===== src/rtl/div_pkg.sv =====
// Shared types and constants for the sequential restoring divider.
package div_pkg;

    localparam int unsigned DIV_W = 8;

    typedef enum logic [1:0] {
        IDLE = 2'd0,
        CALC = 2'd1,
        DONE = 2'd2
    } state_t;

    // Ceiling log2, never below 1 so a counter always has at least one bit.
    function automatic int unsigned clog2(input int unsigned value);
        int unsigned res;
        res = 0;
        while ((32'd1 << res) < value) begin
            res = res + 1;
        end
        if (res == 0) begin
            res = 1;
        end
        return res;
    endfunction

endpackage


===== src/rtl/cla_subtractor.sv =====
// N-bit subtractor a - b built as a + ~b + 1 from chained 4-bit lookahead slices.
// carry_out = 1 means no borrow (a >= b).
module cla_subtractor #(
    parameter int unsigned N = 9
) (
    input  logic [N-1:0] a,
    input  logic [N-1:0] b,
    output logic [N-1:0] diff,
    output logic         carry_out
);

    logic [N-1:0] b_inv;
    logic [N-1:0] gen;
    logic [N-1:0] prop;
    logic [N:0]   carry;

    assign b_inv = ~b;
    assign gen   = a & b_inv;
    assign prop  = a ^ b_inv;

    // Per-slice group generate/propagate prefixes; each bit's carry is one AND-OR
    // away from its slice carry-in, and slice carry-ins chain slice to slice.
    always_comb begin
        logic grp_g;
        logic grp_p;
        logic slice_c;
        grp_g    = 1'b0;
        grp_p    = 1'b1;
        slice_c  = 1'b1;
        carry    = '0;
        carry[0] = 1'b1;
        for (int j = 0; j < int'(N); j++) begin
            if ((j % 4) == 0) begin
                slice_c = carry[j];
                grp_g   = gen[j];
                grp_p   = prop[j];
            end else begin
                grp_g = gen[j] | (prop[j] & grp_g);
                grp_p = prop[j] & grp_p;
            end
            carry[j+1] = grp_g | (grp_p & slice_c);
        end
    end

    assign diff      = prop ^ carry[N-1:0];
    assign carry_out = carry[N];

endmodule


===== src/rtl/seq_divider.sv =====
// Sequential unsigned restoring divider, one quotient bit per clock.
// Optional macro DIV_ZERO_DETECT_EN: zero divisor short-circuits IDLE->DONE
// and raises div_zero; otherwise div_zero is tied low.
module seq_divider
    import div_pkg::*;
#(
    parameter int unsigned W = DIV_W
) (
    input  logic         clk,
    input  logic         rst,
    input  logic         start,
    input  logic [W-1:0] dividend,
    input  logic [W-1:0] divisor,
    output logic         busy,
    output logic         done,
    output logic [W-1:0] quotient,
    output logic [W-1:0] remainder,
    output logic         div_zero
);

    localparam int unsigned CW = clog2(W);
    localparam int unsigned SW = W + 1;

    state_t         state_q, state_d;
    logic [W-1:0]   dvd_q, dvd_d;
    logic [W-1:0]   dsr_q, dsr_d;
    logic [W-1:0]   rem_q, rem_d;
    logic [CW-1:0]  cnt_q, cnt_d;
    logic [W-1:0]   quot_d, remd_d;
    logic           busy_d, done_d;

    logic [SW-1:0]  rem_shift;
    logic [SW-1:0]  trial_diff;
    logic           no_borrow;
    logic [W-1:0]   rem_next;
    logic [W-1:0]   dvd_next;
    logic           unused_diff_msb;

    // Trial subtraction of the divisor from the shifted partial remainder.
    assign rem_shift = {rem_q, dvd_q[W-1]};

    cla_subtractor #(
        .N (SW)
    ) u_sub (
        .a         (rem_shift),
        .b         ({1'b0, dsr_q}),
        .diff      (trial_diff),
        .carry_out (no_borrow)
    );

    // Restore on borrow; the quotient bit shifts into the dividend register LSB.
    assign rem_next        = no_borrow ? trial_diff[W-1:0] : rem_shift[W-1:0];
    assign dvd_next        = {dvd_q[W-2:0], no_borrow};
    assign unused_diff_msb = trial_diff[W];

`ifdef DIV_ZERO_DETECT_EN
    logic dz_q, dz_d;
    assign div_zero = dz_q;
`else
    assign div_zero = 1'b0;
`endif

    // Next-state, datapath and output decode.
    always_comb begin
        state_d = state_q;
        dvd_d   = dvd_q;
        dsr_d   = dsr_q;
        rem_d   = rem_q;
        cnt_d   = cnt_q;
        quot_d  = quotient;
        remd_d  = remainder;
`ifdef DIV_ZERO_DETECT_EN
        dz_d    = dz_q;
`endif
        case (state_q)
            IDLE: begin
                if (start) begin
                    dvd_d   = dividend;
                    dsr_d   = divisor;
                    rem_d   = '0;
                    cnt_d   = CW'(W - 1);
                    state_d = CALC;
`ifdef DIV_ZERO_DETECT_EN
                    dz_d    = 1'b0;
                    if (divisor == '0) begin
                        quot_d  = '1;
                        remd_d  = dividend;
                        dz_d    = 1'b1;
                        state_d = DONE;
                    end
`endif
                end
            end
            CALC: begin
                dvd_d = dvd_next;
                rem_d = rem_next;
                if (cnt_q == '0) begin
                    quot_d  = dvd_next;
                    remd_d  = rem_next;
                    state_d = DONE;
                end else begin
                    cnt_d = cnt_q - CW'(1);
                end
            end
            DONE: begin
                state_d = IDLE;
            end
            default: begin
                state_d = IDLE;
            end
        endcase
        busy_d = (state_d != IDLE);
        done_d = (state_d == DONE);
    end

    // State and output registers with synchronous reset.
    always_ff @(posedge clk) begin
        if (rst) begin
            state_q   <= IDLE;
            dvd_q     <= '0;
            dsr_q     <= '0;
            rem_q     <= '0;
            cnt_q     <= '0;
            busy      <= 1'b0;
            done      <= 1'b0;
            quotient  <= '0;
            remainder <= '0;
`ifdef DIV_ZERO_DETECT_EN
            dz_q      <= 1'b0;
`endif
        end else begin
            state_q   <= state_d;
            dvd_q     <= dvd_d;
            dsr_q     <= dsr_d;
            rem_q     <= rem_d;
            cnt_q     <= cnt_d;
            busy      <= busy_d;
            done      <= done_d;
            quotient  <= quot_d;
            remainder <= remd_d;
`ifdef DIV_ZERO_DETECT_EN
            dz_q      <= dz_d;
`endif
        end
    end

endmodule


===== config.mk =====
export PLATFORM = sky130hd
export DESIGN_NAME = seq_divider
export DESIGN_NICKNAME = d
export VERILOG_FILES = /design/src/rtl/div_pkg.sv /design/src/rtl/cla_subtractor.sv /design/src/rtl/seq_divider.sv
export SDC_FILE = /design/constraint.sdc
export NUM_CORES = 1
export LEC_CHECK = 0
export ABC_AREA = 1
export BUFFER_PORTS_ARGS = -buffer_cell sky130_fd_sc_hd__buf_4
export CAP_MARGIN = 10
export CELL_PAD_IN_SITES_DETAIL_PLACEMENT = 2
export CELL_PAD_IN_SITES_GLOBAL_PLACEMENT = 2
export CORE_ASPECT_RATIO = 1.75
export CORE_MARGIN = 2
export CORE_UTILIZATION = 31
export DETAILED_ROUTE_END_ITERATION = 10
export PLACE_DENSITY_LB_ADDON = 0.1
export SYNTH_ARGS = -nofsm -noshare
export SYNTH_HDL_FRONTEND = slang
export SYNTH_HIERARCHICAL = 1
export SYNTH_SLANG_ARGS = --single-unit

===== constraint.sdc =====
create_clock -name clk -period 3.05 [get_ports clk]
set_input_delay 0.915 -clock clk [delete_from_list [all_inputs] [get_ports clk]]
set_output_delay 0.915 -clock clk [all_outputs]
set_load 0.05 [all_outputs]

==> impl_metrics.py <==
metrics = {
    "drt": {
        "ant_nets": 0,
        "wirelength_um": 6500,
        "vias_per_cell": 4.72,
        "num_vias": 2159,
        "avgRoutedWirePerCell_um": 14.2,
        "drc": 0,
        "drt_pass1_iterations": 3,
        "first_iter_violations": 43,
    },
    "global_route": {
        "grt_overflow": 0,
        "grt_max_degree": 25,
        "antenna_found_initial": 0,
        "grt_pass1_wl_um": 11100,
        "grtUsageTotal_pct": 16.6,
        "grt_pass1_vias": 2378,
    },
    "cts": {
        "cts_resized": 0,
        "clk_path_buf_depth": 2,
        "clkTransAtPathRegs_ns": 0.07,
        "hold_buffers": 0,
        "clk_root_buffer_cell": "clkbuf_16",
        "cts_setup_buffers": 0,
        "clkLatencyLatePin_ns": 0.29,
        "cts_sinks": 47,
        "cts_tree": "done",
        "htreeDepth": 2,
        "cts_buffers": 5,
    },
    "layout": {
        "seq_area_um2": 941,
        "drive_gt1_share_pct": 18.4,
        "fillers": 907,
        "diodes": 0,
        "utilization_pct": 38.0,
        "area_delta_synth_final_pct": 19.6,
        "final_nets": 400,
        "multiInputGateArea_mm2": 0.00117,
    },
    "yosys": {
        "ys.warnings.count": 6,
        "ys_types": 29,
        "yosys-top-cells-area": "dfxtp_1 (39%), nand2_1 (13%), inv_1 (7.1%), nor2_1 (6.6%), ha_1 (5.8%)",
        "syn_inst": 333,
        "ys_seq_area_share_pct": 39.4,
        "synth_top_cell_by_area": "dfxtp_1",
        "avgSynthCellArea_um2": 7.18,
        "ys_ff_latch": 47,
        "synth_top_area_share_pct": 39.4,
        "synth_area_mm2": 0.00239,
    },
    "power_and_ir_drop": {
        "internal_power_mw": 1.12,
        "irDropWorstVdd_v": 0.000311,
        "p_leak_nw": 1.41,
        "seq_power_share_pct": 41.4,
        "swShare_pct": 32.2,
        "switchingPower_mw": 0.533,
        "combPwrFrac_pct": 24.0,
        "pwr-share-clk_pct": 34.6,
        "total_power_mw": 1.65,
        "power_density_mw_per_mm2": 578,
    },
    "timing": {
        "grt_setup_unrepaired": "false",
        "finalSetupTns_ns": 0,
        "tightestPinTransition_ns": 0.543,
        "holdWs_ns": 0.476,
        "period_needed_ns": 2.57,
        "finalSetupViolations": 0,
        "clock-skew-final_ns": 0.00558,
        "slew_violations": 0,
        "timing.fmax_mhz": 390,
        "relSlewSlack_pct": 63.7,
        "finalCritPeriodShare_pct": 84.1,
        "final_hold_viol_count": 0,
    },
    "setup_path": {
        "critPathCaptureType": "flip-flop",
        "cp-start-kind": "flip-flop",
        "worstPathMaxFanout": 10,
        "path_class": "flip-flop to flip-flop",
        "crit_arrival_ns": 2.79,
        "cp.required_ns": 3.27,
        "r2r_slack_ns": 0.48,
    },
    "floorplanning": {
        "core_area_mm2": 0.00751,
        "num_rows": 42,
        "io_pins": 38,
        "start_util_pct": 31.8,
        "die_w_um": 70.4,
        "die_h_um": 120,
        "die_area_mm2": 0.00846,
    },
    "place": {
        "place_hpwl_um": 5150,
        "gp_congestion": 0.721,
        "io_buffers": 36,
    },
    "outcome": {
        "status": "completed",
    },
    "job": {
        "cap_violations": 0,
    },
    "hold_path": {
        "hp-class": "flip-flop to flip-flop",
    },
}
power groups by stage:
stage	Combinational [mW]	Sequential (mW)	Clock, mW
6_report	0.397	0.684	0.572
2_1_floorplan	0.280	0.720	0
5_1_grt	0.455	0.690	0.610
3_5_place_dp	0.407	0.699	0
3_3_place_gp	0.395	0.697	0
4_1_cts	0.409	0.685	0.589
synthesized netlist by cell type:
master      count
inv_1          45
nor2_2          1
o21ai_1         1
inv_2           3
nand3_1        21
buf_6           3
nand2_2         5
inv_4           1
fa_1            2
clkbuf_8        1
clkinv_1        1
nand3_2         2
o21ai_0        23
buf_2           1
clkbuf_1        3
a21oi_4         1
dfxtp_1        47
conb_1          1
nand2_4         6
xnor2_1         3
nand2_1        82
clkinv_2        1
nor2_1         42
buf_4           2
xor2_1          1
ha_1           11
a21oi_1        20
clkinvlp_2      1
nor2_4          2
kinds of logic (layout without fill, tap and decap cells):
family                   Yosys count  after routing  share of synthesized area (%)
AND/OR/NAND/NOR                  161            161                           30.0
XOR/XNOR                           4              4                           1.47
flip-flops                        47             47                           39.4
AO/OA/AOI/OAI                     45             45                           9.89
buffers and inverters             62             97                           11.7
adder cells (fa/ha/maj)           13             13                           7.43
other                              1              2                          0.157
layer usage:
layer / global-route usage, % / vias up / part of all wire [%]
met4: 5.17 / 0 / 1.3
met1: 16.0 / 1041 / 36
li1: - / 1086 / -
met3: 3.08 / 7 / 2.3
met5: 0 / - / 0
met2: 34.1 / 25 / 61
critical path, stage by stage, from the launching register on:
cell	delay (ns)
dfxtp_1	0.33
inv_1	0.06
ha_1	0.33
nand2_1	0.08
nand2_1	0.06
nand2_1	0.07
nand3_2	0.09
nand2_2	0.07
nand2_2	0.06
nand2_2	0.08
nand2_2	0.06
nand2_1	0.05
nand2_1	0.06
fa_1	0.50
clkinv_1	0.21
nand2_1	0.07
nand2_1	0.10
nand2_1	0.06
a21oi_1	0.15
state kept, by name (all words and copies together) (netlist names):
| register | cells |
|---|---|
| busy | 1 |
| cnt_q | 3 |
| done | 1 |
| dsr_q | 8 |
| dvd_q | 8 |
| quotient | 8 |
| rem_q | 8 |
| remainder | 8 |
| state_q | 2 |
layout make-up:
cell class | instances | area share (%)
Inverter | 52 | 7.00
Timing Repair Buffer | 37 | 9.72
Multi-Input combinational cell | 225 | 41.1
Clock buffer | 6 | 4.86
Sequential cell | 47 | 32.9
Tap cell | 88 | 3.85
Clock inverter | 2 | 0.569
through the flow:
step                      instance area, um2  cells  setup slack [ns]
after global routing                    2860    457             0.232
after floorplan                         2390    334             0.819
after detailed placement                2700    449             0.451
final                                   2860    457             0.485
after global placement                  2700    449             0.517
after CTS                               2860    457             0.430
worst paths after layout:
path / from / end / cells after the start
worst max-delay path: dsr_q[1] / rem_q[5] / 18
worst min-delay path: remainder[6] / remainder[6] / 2
worst max register to register: dsr_q[1] / rem_q[5] / 18
worst min register to register: remainder[6] / remainder[6] / 2
placed cells by master, fill, tap and decap left out, drive strengths merged:
cell      count
nand2        93
inv          49
fa            2
dfxtp        47
a21oi        21
clkinv        3
clkbuf        6
ha           11
nor2         45
nand3        23
buf          37
conb          2
o21ai        24
xnor2         3
xor2          1
clkinvlp      2
Note: power is estimated with default switching activity, not from simulation.
